--- src/rtl/mem_access_if.sv ---
// Data-memory req/ack bus between the MEM stage (master) and data memory (slave).
interface mem_access_if;
    logic        mem_req;
    logic        mem_we;
    logic [31:0] mem_addr;
    logic [3:0]  mem_be;
    logic [31:0] mem_wdata;
    logic        mem_ack;
    logic [31:0] mem_rdata_in;

    modport master (
        output mem_req, mem_we, mem_addr, mem_be, mem_wdata,
        input  mem_ack, mem_rdata_in
    );

    modport slave (
        input  mem_req, mem_we, mem_addr, mem_be, mem_wdata,
        output mem_ack, mem_rdata_in
    );
endinterface

--- src/rtl/mem_access_stage.sv ---
// MEM stage: runs one load/store per op over the req/ack bus, stalls the
// pipeline while the access is in flight, steers byte lanes for stores and
// extracts/extends load data into the registered mem_rdata_o.
module mem_access_stage #(
    parameter int TIMEOUT = 16
) (
    input  logic        clk,
    input  logic        rst,
    input  logic        ex_mem_read_i,
    input  logic        ex_mem_write_i,
    input  logic [31:0] ex_addr_i,
    input  logic [31:0] ex_wdata_i,
    input  logic [1:0]  ex_size_i,
    input  logic        ex_unsigned_i,
    output logic        stall_o,
    output logic [31:0] mem_rdata_o,
    output logic        misalign_err_o,
    output logic        bus_err_o,
    mem_access_if.master bus
);
    localparam int CW = $clog2(TIMEOUT + 1);

    typedef enum logic [1:0] {S_IDLE, S_ACCESS, S_DONE} state_t;

    state_t        state_q;
    logic [CW-1:0] cnt_q;
    logic          req_q, we_q, bus_err_q, uns_q;
    logic [31:2]   waddr_q;
    logic [1:0]    lo_q, size_q;
    logic [3:0]    be_q;
    logic [31:0]   wdata_q, rdata_q;

    logic          op, misaligned;
    logic [3:0]    be_d;
    logic [31:0]   wdata_d;
    logic [7:0]    byte_v;
    logic [15:0]   half_v;
    logic [31:0]   ld_ext;

    assign op = ex_mem_read_i | ex_mem_write_i;

    // Alignment check and store lane steering from the live EX/MEM request
    always_comb begin
        misaligned = 1'b0;
        be_d       = 4'hF;
        wdata_d    = ex_wdata_i;
        case (ex_size_i)
            2'b00: begin
                be_d    = 4'b0001 << ex_addr_i[1:0];
                wdata_d = {4{ex_wdata_i[7:0]}};
            end
            2'b01: begin
                misaligned = ex_addr_i[0];
                be_d       = ex_addr_i[1] ? 4'b1100 : 4'b0011;
                wdata_d    = {2{ex_wdata_i[15:0]}};
            end
            default: misaligned = (ex_addr_i[1:0] != 2'b00);
        endcase
    end

    // Load lane select and extension, driven by the request latched in IDLE
    always_comb begin
        case (lo_q)
            2'd0:    byte_v = bus.mem_rdata_in[7:0];
            2'd1:    byte_v = bus.mem_rdata_in[15:8];
            2'd2:    byte_v = bus.mem_rdata_in[23:16];
            default: byte_v = bus.mem_rdata_in[31:24];
        endcase
        half_v = lo_q[1] ? bus.mem_rdata_in[31:16] : bus.mem_rdata_in[15:0];
        case (size_q)
            2'b00:   ld_ext = {{24{~uns_q & byte_v[7]}}, byte_v};
            2'b01:   ld_ext = {{16{~uns_q & half_v[15]}}, half_v};
            default: ld_ext = bus.mem_rdata_in;
        endcase
    end

    // Stall covers the IDLE cycle that accepts the op plus every ACCESS cycle
    always_comb begin
        stall_o        = 1'b0;
        misalign_err_o = 1'b0;
        if (!rst) begin
            stall_o        = (state_q == S_ACCESS) || (state_q == S_IDLE && op && !misaligned);
            misalign_err_o = (state_q == S_IDLE) && op && misaligned;
        end
    end

    // Access FSM: latch request, hold bus stable until ack or timeout
    always_ff @(posedge clk or posedge rst) begin
        if (rst) begin
            state_q   <= S_IDLE;
            cnt_q     <= '0;
            req_q     <= 1'b0;
            we_q      <= 1'b0;
            be_q      <= 4'h0;
            waddr_q   <= '0;
            wdata_q   <= '0;
            rdata_q   <= '0;
            bus_err_q <= 1'b0;
            lo_q      <= 2'b00;
            size_q    <= 2'b00;
            uns_q     <= 1'b0;
        end else begin
            case (state_q)
                S_IDLE: begin
                    if (op && !misaligned) begin
                        waddr_q <= ex_addr_i[31:2];
                        lo_q    <= ex_addr_i[1:0];
                        size_q  <= ex_size_i;
                        uns_q   <= ex_unsigned_i;
                        we_q    <= ex_mem_write_i;
                        be_q    <= be_d;
                        wdata_q <= wdata_d;
                        req_q   <= 1'b1;
                        cnt_q   <= '0;
                        state_q <= S_ACCESS;
                    end else if (op) begin
                        rdata_q <= '0;
                    end
                end
                S_ACCESS: begin
                    // Ack wins over a timeout expiring in the same cycle
                    if (bus.mem_ack) begin
                        if (!we_q) rdata_q <= ld_ext;
                        req_q   <= 1'b0;
                        state_q <= S_DONE;
                    end else if (cnt_q == CW'(TIMEOUT - 1)) begin
                        req_q     <= 1'b0;
                        rdata_q   <= '0;
                        bus_err_q <= 1'b1;
                        state_q   <= S_DONE;
                    end else begin
                        cnt_q <= cnt_q + CW'(1);
                    end
                end
                S_DONE: begin
                    bus_err_q <= 1'b0;
                    state_q   <= S_IDLE;
                end
                default: state_q <= S_IDLE;
            endcase
        end
    end

    assign bus.mem_req   = req_q;
    assign bus.mem_we    = we_q;
    assign bus.mem_addr  = {waddr_q, 2'b00};
    assign bus.mem_be    = be_q;
    assign bus.mem_wdata = wdata_q;
    assign mem_rdata_o   = rdata_q;
    assign bus_err_o     = bus_err_q;
endmodule

--- src/flat_wrapper.sv ---
// flat-port wrapper written by rule: the top's interface ports become plain ports
module mem_access_stage_flat 
#(
    parameter int TIMEOUT = 16
)
  (clk, rst, ex_mem_read_i, ex_mem_write_i, ex_addr_i, ex_wdata_i, ex_size_i, ex_unsigned_i, stall_o, mem_rdata_o, misalign_err_o, bus_err_o, bus_mem_req, bus_mem_we, bus_mem_addr, bus_mem_be, bus_mem_wdata, bus_mem_ack, bus_mem_rdata_in);
  mem_access_if bus_i ();
  input  logic clk;
  input  logic rst;
  input  logic ex_mem_read_i;
  input  logic ex_mem_write_i;
  input  logic [31:0] ex_addr_i;
  input  logic [31:0] ex_wdata_i;
  input  logic [1:0] ex_size_i;
  input  logic ex_unsigned_i;
  output logic stall_o;
  output logic [31:0] mem_rdata_o;
  output logic misalign_err_o;
  output logic bus_err_o;
  output wire logic [$bits(bus_i.mem_req)-1:0] bus_mem_req;
  output wire logic [$bits(bus_i.mem_we)-1:0] bus_mem_we;
  output wire logic [$bits(bus_i.mem_addr)-1:0] bus_mem_addr;
  output wire logic [$bits(bus_i.mem_be)-1:0] bus_mem_be;
  output wire logic [$bits(bus_i.mem_wdata)-1:0] bus_mem_wdata;
  input wire logic [$bits(bus_i.mem_ack)-1:0] bus_mem_ack;
  input wire logic [$bits(bus_i.mem_rdata_in)-1:0] bus_mem_rdata_in;
  assign bus_mem_req = bus_i.mem_req;
  assign bus_mem_we = bus_i.mem_we;
  assign bus_mem_addr = bus_i.mem_addr;
  assign bus_mem_be = bus_i.mem_be;
  assign bus_mem_wdata = bus_i.mem_wdata;
  assign bus_i.mem_ack = bus_mem_ack;
  assign bus_i.mem_rdata_in = bus_mem_rdata_in;
  mem_access_stage #(.TIMEOUT(TIMEOUT)) u_core (.clk(clk), .rst(rst), .ex_mem_read_i(ex_mem_read_i), .ex_mem_write_i(ex_mem_write_i), .ex_addr_i(ex_addr_i), .ex_wdata_i(ex_wdata_i), .ex_size_i(ex_size_i), .ex_unsigned_i(ex_unsigned_i), .stall_o(stall_o), .mem_rdata_o(mem_rdata_o), .misalign_err_o(misalign_err_o), .bus_err_o(bus_err_o), .bus(bus_i));
endmodule
--- config.mk ---
export PLATFORM = sky130hd
export DESIGN_NAME = mem_access_stage_flat
export DESIGN_NICKNAME = d
export VERILOG_FILES = /design/src/rtl/mem_access_if.sv /design/src/rtl/mem_access_stage.sv /design/src/flat_wrapper.sv
export SDC_FILE = /design/constraint.sdc
export NUM_CORES = 1
export LEC_CHECK = 0
export ABC_AREA = 1
export CAP_MARGIN = 30
export CORE_MARGIN = 4
export CORE_UTILIZATION = 47
export DETAILED_ROUTE_END_ITERATION = 7
export GPL_TIMING_DRIVEN = 1
export PLACE_DENSITY = 0.92
export SYNTH_ARGS = -nofsm -noshare
export SYNTH_HDL_FRONTEND = slang
export SYNTH_SLANG_ARGS = --single-unit
--- constraint.sdc ---
create_clock -name clk -period 9.8 [get_ports clk]
set_input_delay 1.47 -clock clk [delete_from_list [all_inputs] [get_ports clk]]
set_output_delay 1.47 -clock clk [all_outputs]
set_load 0.05 [all_outputs]
==> metrics.csv, run 1 <==
metric;value;unit
min Tclk post-route;5.643;ns
Overflow after GRT;0;
nature of the critical path endpoint;output port;
sequential area share after synthesis;53.23;%
run status;finished, final reports clean;
Final Max Tran Viols;0;
IR drop worst, VDD;0.2348;mV
#FFs+latches synth;113;
Max Root-Sink Buffers;2;
CTS resizes;0;
hpwl dp;11890;um
gpl congestion;0.8470;
CTS buffer count;17;
Die Wd;114.3;um
Die Height;114.3;um
drt first pass iters;5;
MaxCap Viol Count;0;
DRC;0;
commonest non-fill, non-tap cell in the layout;nand2_1;
final worst path period share;57.59;%
nets@finish;995;
WS Path Type;in -> out;
crit path max fanout;24;
antenna diode count;0;
Final Util;73.50;%
yosys warns;0;
clk_skew;0.01102;ns
crit start category;input pin;
P&R area growth vs syn;51.30;%
DR vias;5462;
Clock Latency Late Sink;0.41;ns
vias per cell;5.242;
Mapped Cells;693;
fin cells;1042;
Die ar.;13070;um2
CP arrival;4.17;ns
Overall Global Routing Usage;26.28;%
Starting DRT DRC Count;493;
Post-CTS Hold Fix Bufs;0;
synth unique cells;33;
mapped cell area;5313;um2
setup TNS;0;ns
WL final;16840;um
Area after DPL;7433;um2
Hold Path Depth;2;
layout cell share with drive strength beyond 1;5.987;%
largest net degree at the start of global routing;80;
Initial Util;48.58;%
Syn Area/Cell;7.666;um2
number of routed nets with antenna violations;0;
Core ar.;10940;um2
Final Hold Fails;0;
Worst EP required;8.33;ns
Root Driver;clkbuf_16;
first-pass GRT wire length;27050;um
setup violators final;0;
type of the worst min-delay path;reg -> reg;
RSZ-0062 raised after global routing;false;
Pleak;3.887;nW
vias in the first global route;5580;
initial antenna violation count;0;
pwr/cell area;347.0;nW/um2
Slew @ Worst Pin;0.9243;ns
Post CTS Setup Buffer Count;0;
CTS tree;done;
port buffer count;206;
fmax;177.2;MHz
I/O pin count;209;
H-Tree Depth;4;
Slew HR;38.19;%
Reg2Reg Depth;9;
most frequent cells in the layout;nand2_1, clkdlybuf4s50_1, dfrtp_1, nor2_1, a21oi_1;
DR WL/cell;16.16;um
final instance area;8038;um2
cell row count;38;
clock sinks;113;
Hold WS;0.4769;ns
placed cell count;1010;
clock-pin slew on the worst setup and hold paths;0.05;ns
-- synthesized netlist by cell type, drive strengths merged --
cell type | instances | area [um2]
nor4 | 1 | 6.260
clkbuf | 14 | 52.55
nor3 | 1 | 5.000
a21oi | 34 | 170.2
o22ai | 7 | 43.79
nand3b | 1 | 7.510
o211ai | 4 | 30.03
conb | 1 | 3.750
nor2 | 91 | 344.1
nand2 | 307 | 1172
o21bai | 1 | 7.510
a31oi | 6 | 37.54
ha | 2 | 25.02
a41oi | 3 | 26.28
buf | 21 | 127.6
xor2 | 1 | 8.760
dfrtp | 113 | 2828
nand4 | 2 | 18.77
inv | 28 | 105.1
o31ai | 1 | 7.510
or2 | 4 | 25.02
nand3 | 16 | 90.09
o21ai | 34 | 170.2
-- worst paths after layout --
path | startpoint | end | slack, ns
max | ex_size_i[1] | misalign_err_o | 4.16
min | u_core.waddr_q[16] | u_core.waddr_q[16] | 0.48
max reg2reg | u_core.state_q[1] | u_core.mem_rdata_o[13] | 7.24
min reg2reg | u_core.waddr_q[16] | u_core.waddr_q[16] | 0.48
max in group asynchronous | rst | u_core.bus.mem_be[2] | 7.27
min in group asynchronous | rst | u_core.bus.mem_we | 1.47
-- area by class of cell --
type	count	area [um2]
Clock buffer	19	442.9
Clock inverter	13	161.4
Fill cell	778	2898
Inverter	28	107.6
Multi-Input combinational cell	518	2203
Sequential cell	113	2828
Tap cell	140	175.2
Timing Repair Buffer	211	2120
-- kinds of logic (layout without fill, tap and decap cells) --
| group | after synthesis | after routing | synth area share [%] |
|---|---|---|---|
| xor gates and xnor gates | 1 | 1 | 0.1649 |
| DFF | 113 | 113 | 53.23 |
| and+or+nand+nor | 423 | 423 | 31.42 |
| AOI/OAI and AO/OA | 90 | 90 | 9.279 |
| other | 1 | 2 | 0.07059 |
| adders and majority gates | 2 | 2 | 0.4710 |
| buffers and inverters | 63 | 271 | 5.370 |
-- sequential cells by signal, indices dropped and copies added, names as in the netlist --
signal / count
u_core.state_q: 2
u_core.waddr_q: 30
u_core.uns_q: 1
u_core.bus.mem_wdata: 32
u_core.bus.mem_req: 1
u_core.mem_rdata_o: 32
u_core.lo_q: 2
u_core.bus_err_o: 1
u_core.bus.mem_we: 1
u_core.cnt_q: 5
u_core.bus.mem_be: 4
u_core.size_q: 2
-- report_power, final --
group | switching [mW] | internal (mW) | leakage, nW
registers | 0.122 | 0.640 | 1.43
clock network | 0.222 | 0.406 | 0.285
logic | 0.965 | 0.434 | 2.18
total | 1.31 | 1.48 | 3.89
-- critical path, cell delays in order --
cell and delay [ns]:
clkdlybuf4s50_1 1.08, inv_2 0.27, nand2_2 0.20, nand2_2 0.11, nor4_1 0.18, clkdlybuf4s50_1 0.86
-- per-stage QoR --
stage | worst slack [ns] | total power, mW
after detailed placement | 4.216 | 2.156
after global routing | 4.090 | 2.930
final | 4.157 | 2.789
after CTS | 4.197 | 2.802
after floorplan | 5.197 | 1.674
after global placement | 4.259 | 2.130
-- routing by layer --
layer	part of all wire (%)	vias to the layer above	track usage, %	wire (um)
li1	-	2576	-	-
met1	39	2565	31.39	6493
met2	49	292	43.87	8249
met3	10	29	10.15	1734
met4	2.1	0	8.393	357
met5	0	-	0	0
No activity file was read; power rests on OpenSTA's default activity.
==> inputs of run 2 (changes only) <==
Settings changed: CORE_UTILIZATION 47 to 40, PLACE_DENSITY 0.92 to 0.83.
Clock period 9.8 ns to 5 ns, I/O delays scaled along.
==> metrics.csv, run 2 (same netlist as run 1, synthesis figures left out) <==
metric;value;unit;change
nature of the critical path endpoint;output port;;unchanged
Overflow after GRT;0;;unchanged
P&R area growth vs syn;51.08;%;was 51.30%
Final Hold Fails;0;;unchanged
largest net degree at the start of global routing;66;;was 80
first-pass GRT wire length;26140;um;was 27050 um
Initial Util;41.42;%;was 48.58%
Max Root-Sink Buffers;2;;unchanged
Post CTS Setup Buffer Count;0;;unchanged
drt first pass iters;6;;was 5
IR drop worst, VDD;0.3746;mV;was 0.2348 mV
gpl congestion;0.8634;;was 0.8470
WL final;16510;um;was 16840 um
setup violators final;0;;unchanged
DRC;0;;unchanged
Die Wd;123.2;um;was 114.3 um
most frequent cells in the layout;nand2_1, clkdlybuf4s50_1, dfrtp_1, nor2_1, a21oi_1;;unchanged
port buffer count;206;;unchanged
Overall Global Routing Usage;22.04;%;was 26.28%
CTS buffer count;17;;unchanged
crit start category;input pin;;unchanged
commonest non-fill, non-tap cell in the layout;nand2_1;;unchanged
fmax;278.6;MHz;
clk_skew;0.01566;ns;was 0.01102 ns
antenna diode count;0;;unchanged
FILL cells;1118;;was 778
RSZ-0062 raised after global routing;false;;unchanged
FF+latch area;2828;um2;unchanged
CTS resizes;0;;unchanged
WS Path Type;in -> out;;unchanged
CP arrival;2.84;ns;was 4.17 ns
final worst path period share;71.78;%;
min Tclk post-route;3.589;ns;
nets@finish;996;;was 995
cell row count;41;;was 38
pwr/cell area;670.9;nW/um2;was 347.0 nW/um2
H-Tree Depth;4;;unchanged
Slew HR;54.12;%;was 38.19%
CTS tree;done;;unchanged
type of the worst min-delay path;reg -> reg;;unchanged
Post-CTS Hold Fix Bufs;0;;unchanged
initial antenna violation count;0;;unchanged
crit path max fanout;23;;was 24
Die Height;123.2;um;was 114.3 um
Die ar.;15190;um2;was 13070 um2
clock sinks;113;;unchanged
setup TNS;0;ns;unchanged
Core ar.;12820;um2;was 10940 um2
vias per cell;4.996;;was 5.242
DR vias;5366;;was 5462
vias in the first global route;5402;;was 5580
clock-pin slew on the worst setup and hold paths;0.05;ns;about the same
DR WL/cell;15.38;um;was 16.16 um
Final Max Tran Viols;0;;unchanged
layout cell share with drive strength beyond 1;5.543;%;was 5.987%
hpwl dp;11850;um;was 11890 um
placed cell count;1043;;was 1010
multi-input logic area;2203;um2;unchanged
Slew @ Worst Pin;0.6881;ns;was 0.9243 ns
run status;finished, final reports clean;;unchanged
Root Driver;clkbuf_16;;unchanged
fin cells;1074;;was 1042
I/O pin count;209;;unchanged
Worst EP required;4.25;ns;was 8.33 ns
number of routed nets with antenna violations;0;;unchanged
Starting DRT DRC Count;464;;was 493
MaxCap Viol Count;0;;unchanged
Clock Latency Late Sink;0.41;ns;about the same
Pleak;3.879;nW;was 3.887 nW
-- run 2: through the flow --
stage | setup slack [ns] | hold WS, ns | area, um2 | power [mW] | utilization, %
floorplan | 1.263 | 0.4517 | 5316 | 3.282 | -
global placement | 1.424 | 0.4612 | 7461 | 4.197 | 58.18
detailed placement | 1.405 | 0.4638 | 7461 | 4.224 | 58.18
CTS | 1.403 | 0.4785 | 8026 | 5.413 | 62.59
global route | 1.314 | 0.4912 | 8026 | 5.675 | 62.59
finish | 1.411 | 0.4738 | 8026 | 5.385 | 62.59
-- run 2: path summary, 6_finish.rpt --
| kind | from | to | slack [ns] | cells after the start |
|---|---|---|---|---|
| max | ex_size_i[1] | stall_o | 1.41 | 8 |
| min | u_core.waddr_q[14] | u_core.waddr_q[14] | 0.47 | 2 |
| max reg2reg | u_core.lo_q[1] | u_core.mem_rdata_o[30] | 2.69 | 7 |
| min reg2reg | u_core.waddr_q[14] | u_core.waddr_q[14] | 0.47 | 2 |
| max in group asynchronous | rst | u_core.waddr_q[29] | 3.21 | 3 |
| min in group asynchronous | rst | u_core.waddr_q[8] | 0.86 | 2 |
-- run 2: metal layers --
| metal | track usage, % | part of all wire [%] | vias to the layer above |
|---|---|---|---|
| li1 | - | - | 2583 |
| met1 | 25.90 | 41 | 2503 |
| met2 | 36.49 | 47 | 257 |
| met3 | 8.646 | 11 | 23 |
| met4 | 8.235 | 1.5 | 0 |
| met5 | 0 | 0 | - |
-- run 2: final cells by class --
cell class,count,area share (%)
multi-input combinational,518,27.45
clock inverter,6,0.9977
tap,172,2.681
timing repair buffer,212,26.25
inverter,28,1.341
sequential,113,35.23
clock buffer,25,6.048
-- run 2: power breakdown --
part	internal, mW	switching (mW)	total (mW)
sequential	1.25	0.233	1.49
combinational	0.850	1.88	2.73
clock	0.766	0.400	1.17
-- run 2: worst max-delay path, cell delays in order --
cell	delay, ns
clkdlybuf4s50_1	0.45
buf_4	0.23
nand2_1	0.09
nand2_1	0.06
nand2_2	0.11
nand2_4	0.15
a21oi_1	0.16
clkdlybuf4s50_1	0.82
==> inputs of run 3 (changes only) <==
Clock period 5 ns to 3.3 ns, I/O delays scaled along.
==> metrics.csv, run 3 (same netlist as run 1, synthesis figures left out) <==
metric;value;unit;change
run status;finished, final reports clean;;unchanged
drt first pass iters;5;;was 6
fin worst setup slack;0.6659;ns;was 1.411 ns
CP arrival;2.14;ns;was 2.84 ns
crit path max fanout;25;;was 23
WL final;16610;um;was 16510 um
type of the worst min-delay path;reg -> reg;;unchanged
nets@finish;999;;was 996
slowest CP cell;clkdlybuf4s50_1;;unchanged
port buffer count;206;;unchanged
number of routed nets with antenna violations;0;;unchanged
Hold Path Depth;2;;unchanged
Reg2Reg Depth;10;;was 7
placed cell count;1046;;was 1043
CP peak stage delay;0.48;ns;was 0.82 ns
RR Startpoint;u_core.cnt_q[0];;was u_core.lo_q[1]
Slew HR;54.32;%;was 54.12%
nature of the critical path endpoint;output port;;unchanged
crit start category;input pin;;unchanged
CP dominant cell by count;nand2_2;;
Root Driver;clkbuf_16;;unchanged
Die Height;123.2;um;unchanged
Die ar.;15190;um2;unchanged
CTS resizes;0;;unchanged
RSZ-0062 raised after global routing;false;;unchanged
cell row count;41;;unchanged
pwr/cell area;1017;nW/um2;was 670.9 nW/um2
fmax;379.6;MHz;
worst-path cell chain;clkdlybuf4s50_1, inv_2, nand2_2, nand2_2, nand2_4, a21oi_1, buf_12;;was clkdlybuf4s50_1, buf_4, nand2_1, nand2_1, nand2_2, nand2_4, a21oi_1, clkdlybuf4s50_1
vias in the first global route;5312;;was 5402
commonest non-fill, non-tap cell in the layout;nand2_1;;unchanged
DRC;0;;unchanged
Slew @ Worst Pin;0.6835;ns;was 0.6881 ns
most frequent cells in the layout;nand2_1, clkdlybuf4s50_1, dfrtp_1, nor2_1, a21oi_1;;unchanged
initial antenna violation count;0;;unchanged
Reg2Reg Setup Slack;1.08;ns;was 2.69 ns
end of the worst hold path;u_core.mem_rdata_o[19];;was u_core.waddr_q[14]
antenna diode count;0;;unchanged
pre-CTS WS;0.5599;ns;was 1.405 ns
WS Path Type;in -> out;;unchanged
CTS buffer count;17;;unchanged
I/O pin count;209;;unchanged
cell family with most CP delay;buffers and inverters;;unchanged
setup TNS;0;ns;unchanged
vias per cell;4.887;;was 4.996
MaxCap Viol Count;0;;unchanged
hold path start;u_core.mem_rdata_o[19];;was u_core.waddr_q[14]
fin cells;1078;;was 1074
Overall Global Routing Usage;22.27;%;was 22.04%
layout cell share with drive strength beyond 1;6.181;%;was 5.543%
DR vias;5268;;was 5366
WP depth;7;;was 8
final worst path period share;79.82;%;
Clock Latency Late Sink;0.41;ns;about the same
Core ar.;12820;um2;unchanged
first-pass GRT wire length;26120;um;was 26140 um
Die Wd;123.2;um;unchanged
Worst EP required;2.80;ns;was 4.25 ns
DR WL/cell;15.40;um;was 15.38 um
Post CTS Setup Buffer Count;0;;unchanged
clk_skew;0.007539;ns;was 0.01566 ns
hpwl dp;11930;um;was 11850 um
setup violators final;0;;unchanged
H-Tree Depth;4;;unchanged
P&R area growth vs syn;52.73;%;was 51.08%
FF-to-FF End;u_core.mem_rdata_o[5];;was u_core.mem_rdata_o[30]
largest net degree at the start of global routing;73;;was 66
Starting DRT DRC Count;496;;was 464
clock sinks;113;;unchanged
CTS tree;done;;unchanged
Pleak;3.918;nW;was 3.879 nW
Initial Util;41.42;%;unchanged
FILL cells;1113;;was 1118
Final Hold Fails;0;;unchanged
CP Buf/Inv Count;3;;unchanged
gpl congestion;0.9114;;was 0.8634
Overflow after GRT;0;;unchanged
Post-CTS Hold Fix Bufs;0;;unchanged
IR drop worst, VDD;0.6281;mV;was 0.3746 mV
min Tclk post-route;2.634;ns;
Final Max Tran Viols;0;;unchanged
clock-pin slew on the worst setup and hold paths;0.05;ns;about the same
Max Root-Sink Buffers;2;;unchanged
[run 3: changes by cell type in the layout (fill, tap and decap cells not counted)]
cell             change
buf_12               +3
inv_4                -1
clkdlybuf4s50_1      -2
clkbuf_8             +3
clkinv_2             -2
buf_4                +2
clkinvlp_4           +1
[run 3: routing by layer]
metal | GRT usage (%) | vias up | routed length (um)
met5 | 0 | - | 0
met2 | 36.09 | 229 | 7795
met3 | 9.149 | 31 | 1812
li1 | - | 2578 | -
met4 | 8.374 | 0 | 325
met1 | 26.57 | 2430 | 6671
[run 3: worst max path at each step]
stage	from	endpoint	slack (ns)
global route	ex_size_i[1]	stall_o	0.56
floorplan	ex_size_i[0]	misalign_err_o	0.65
global placement	ex_size_i[1]	u_core.mem_rdata_o[30]	0.59
CTS	ex_size_i[1]	stall_o	0.65
finish	ex_size_i[1]	stall_o	0.67
detailed placement	ex_size_i[1]	u_core.mem_rdata_o[27]	0.56
[run 3: worst min-delay path: cells and delay by family, from the launching register on]
kind,cells,cell delay [ns]
and+or+nand+nor,2,0.10
DFF,1,0.34
[run 3: power breakdown]
group / switching (mW) / internal, mW / leakage (nW)
registers: 0.323 / 1.90 / 1.43
logic: 2.88 / 1.31 / 2.20
clock network: 0.616 / 1.23 / 0.295
total: 3.82 / 4.44 / 3.92
[run 3: layout make-up]
| type | instances | area [um2] | area share, % |
|---|---|---|---|
| sequential | 113 | 2828 | 34.85 |
| multi-input combinational | 518 | 2203 | 27.15 |
| timing repair buffer | 215 | 2162 | 26.65 |
| clock buffer | 28 | 526.8 | 6.492 |
| tap | 172 | 215.2 | 2.652 |
| inverter | 28 | 108.9 | 1.342 |
| clock inverter | 4 | 70.07 | 0.8635 |
[run 3: per-stage QoR]
| step | instance area (um2) | util [%] | power [mW] | hold slack (ns) |
|---|---|---|---|---|
| after detailed placement | 7517 | 58.61 | 6.422 | 0.4651 |
| final | 8114 | 63.27 | 8.256 | 0.4755 |
| after CTS | 8114 | 63.27 | 8.312 | 0.4797 |
| after global placement | 7517 | 58.61 | 6.384 | 0.4618 |
| after floorplan | 5320 | - | 4.973 | 0.4517 |
| after global routing | 8114 | 63.27 | 8.685 | 0.4917 |
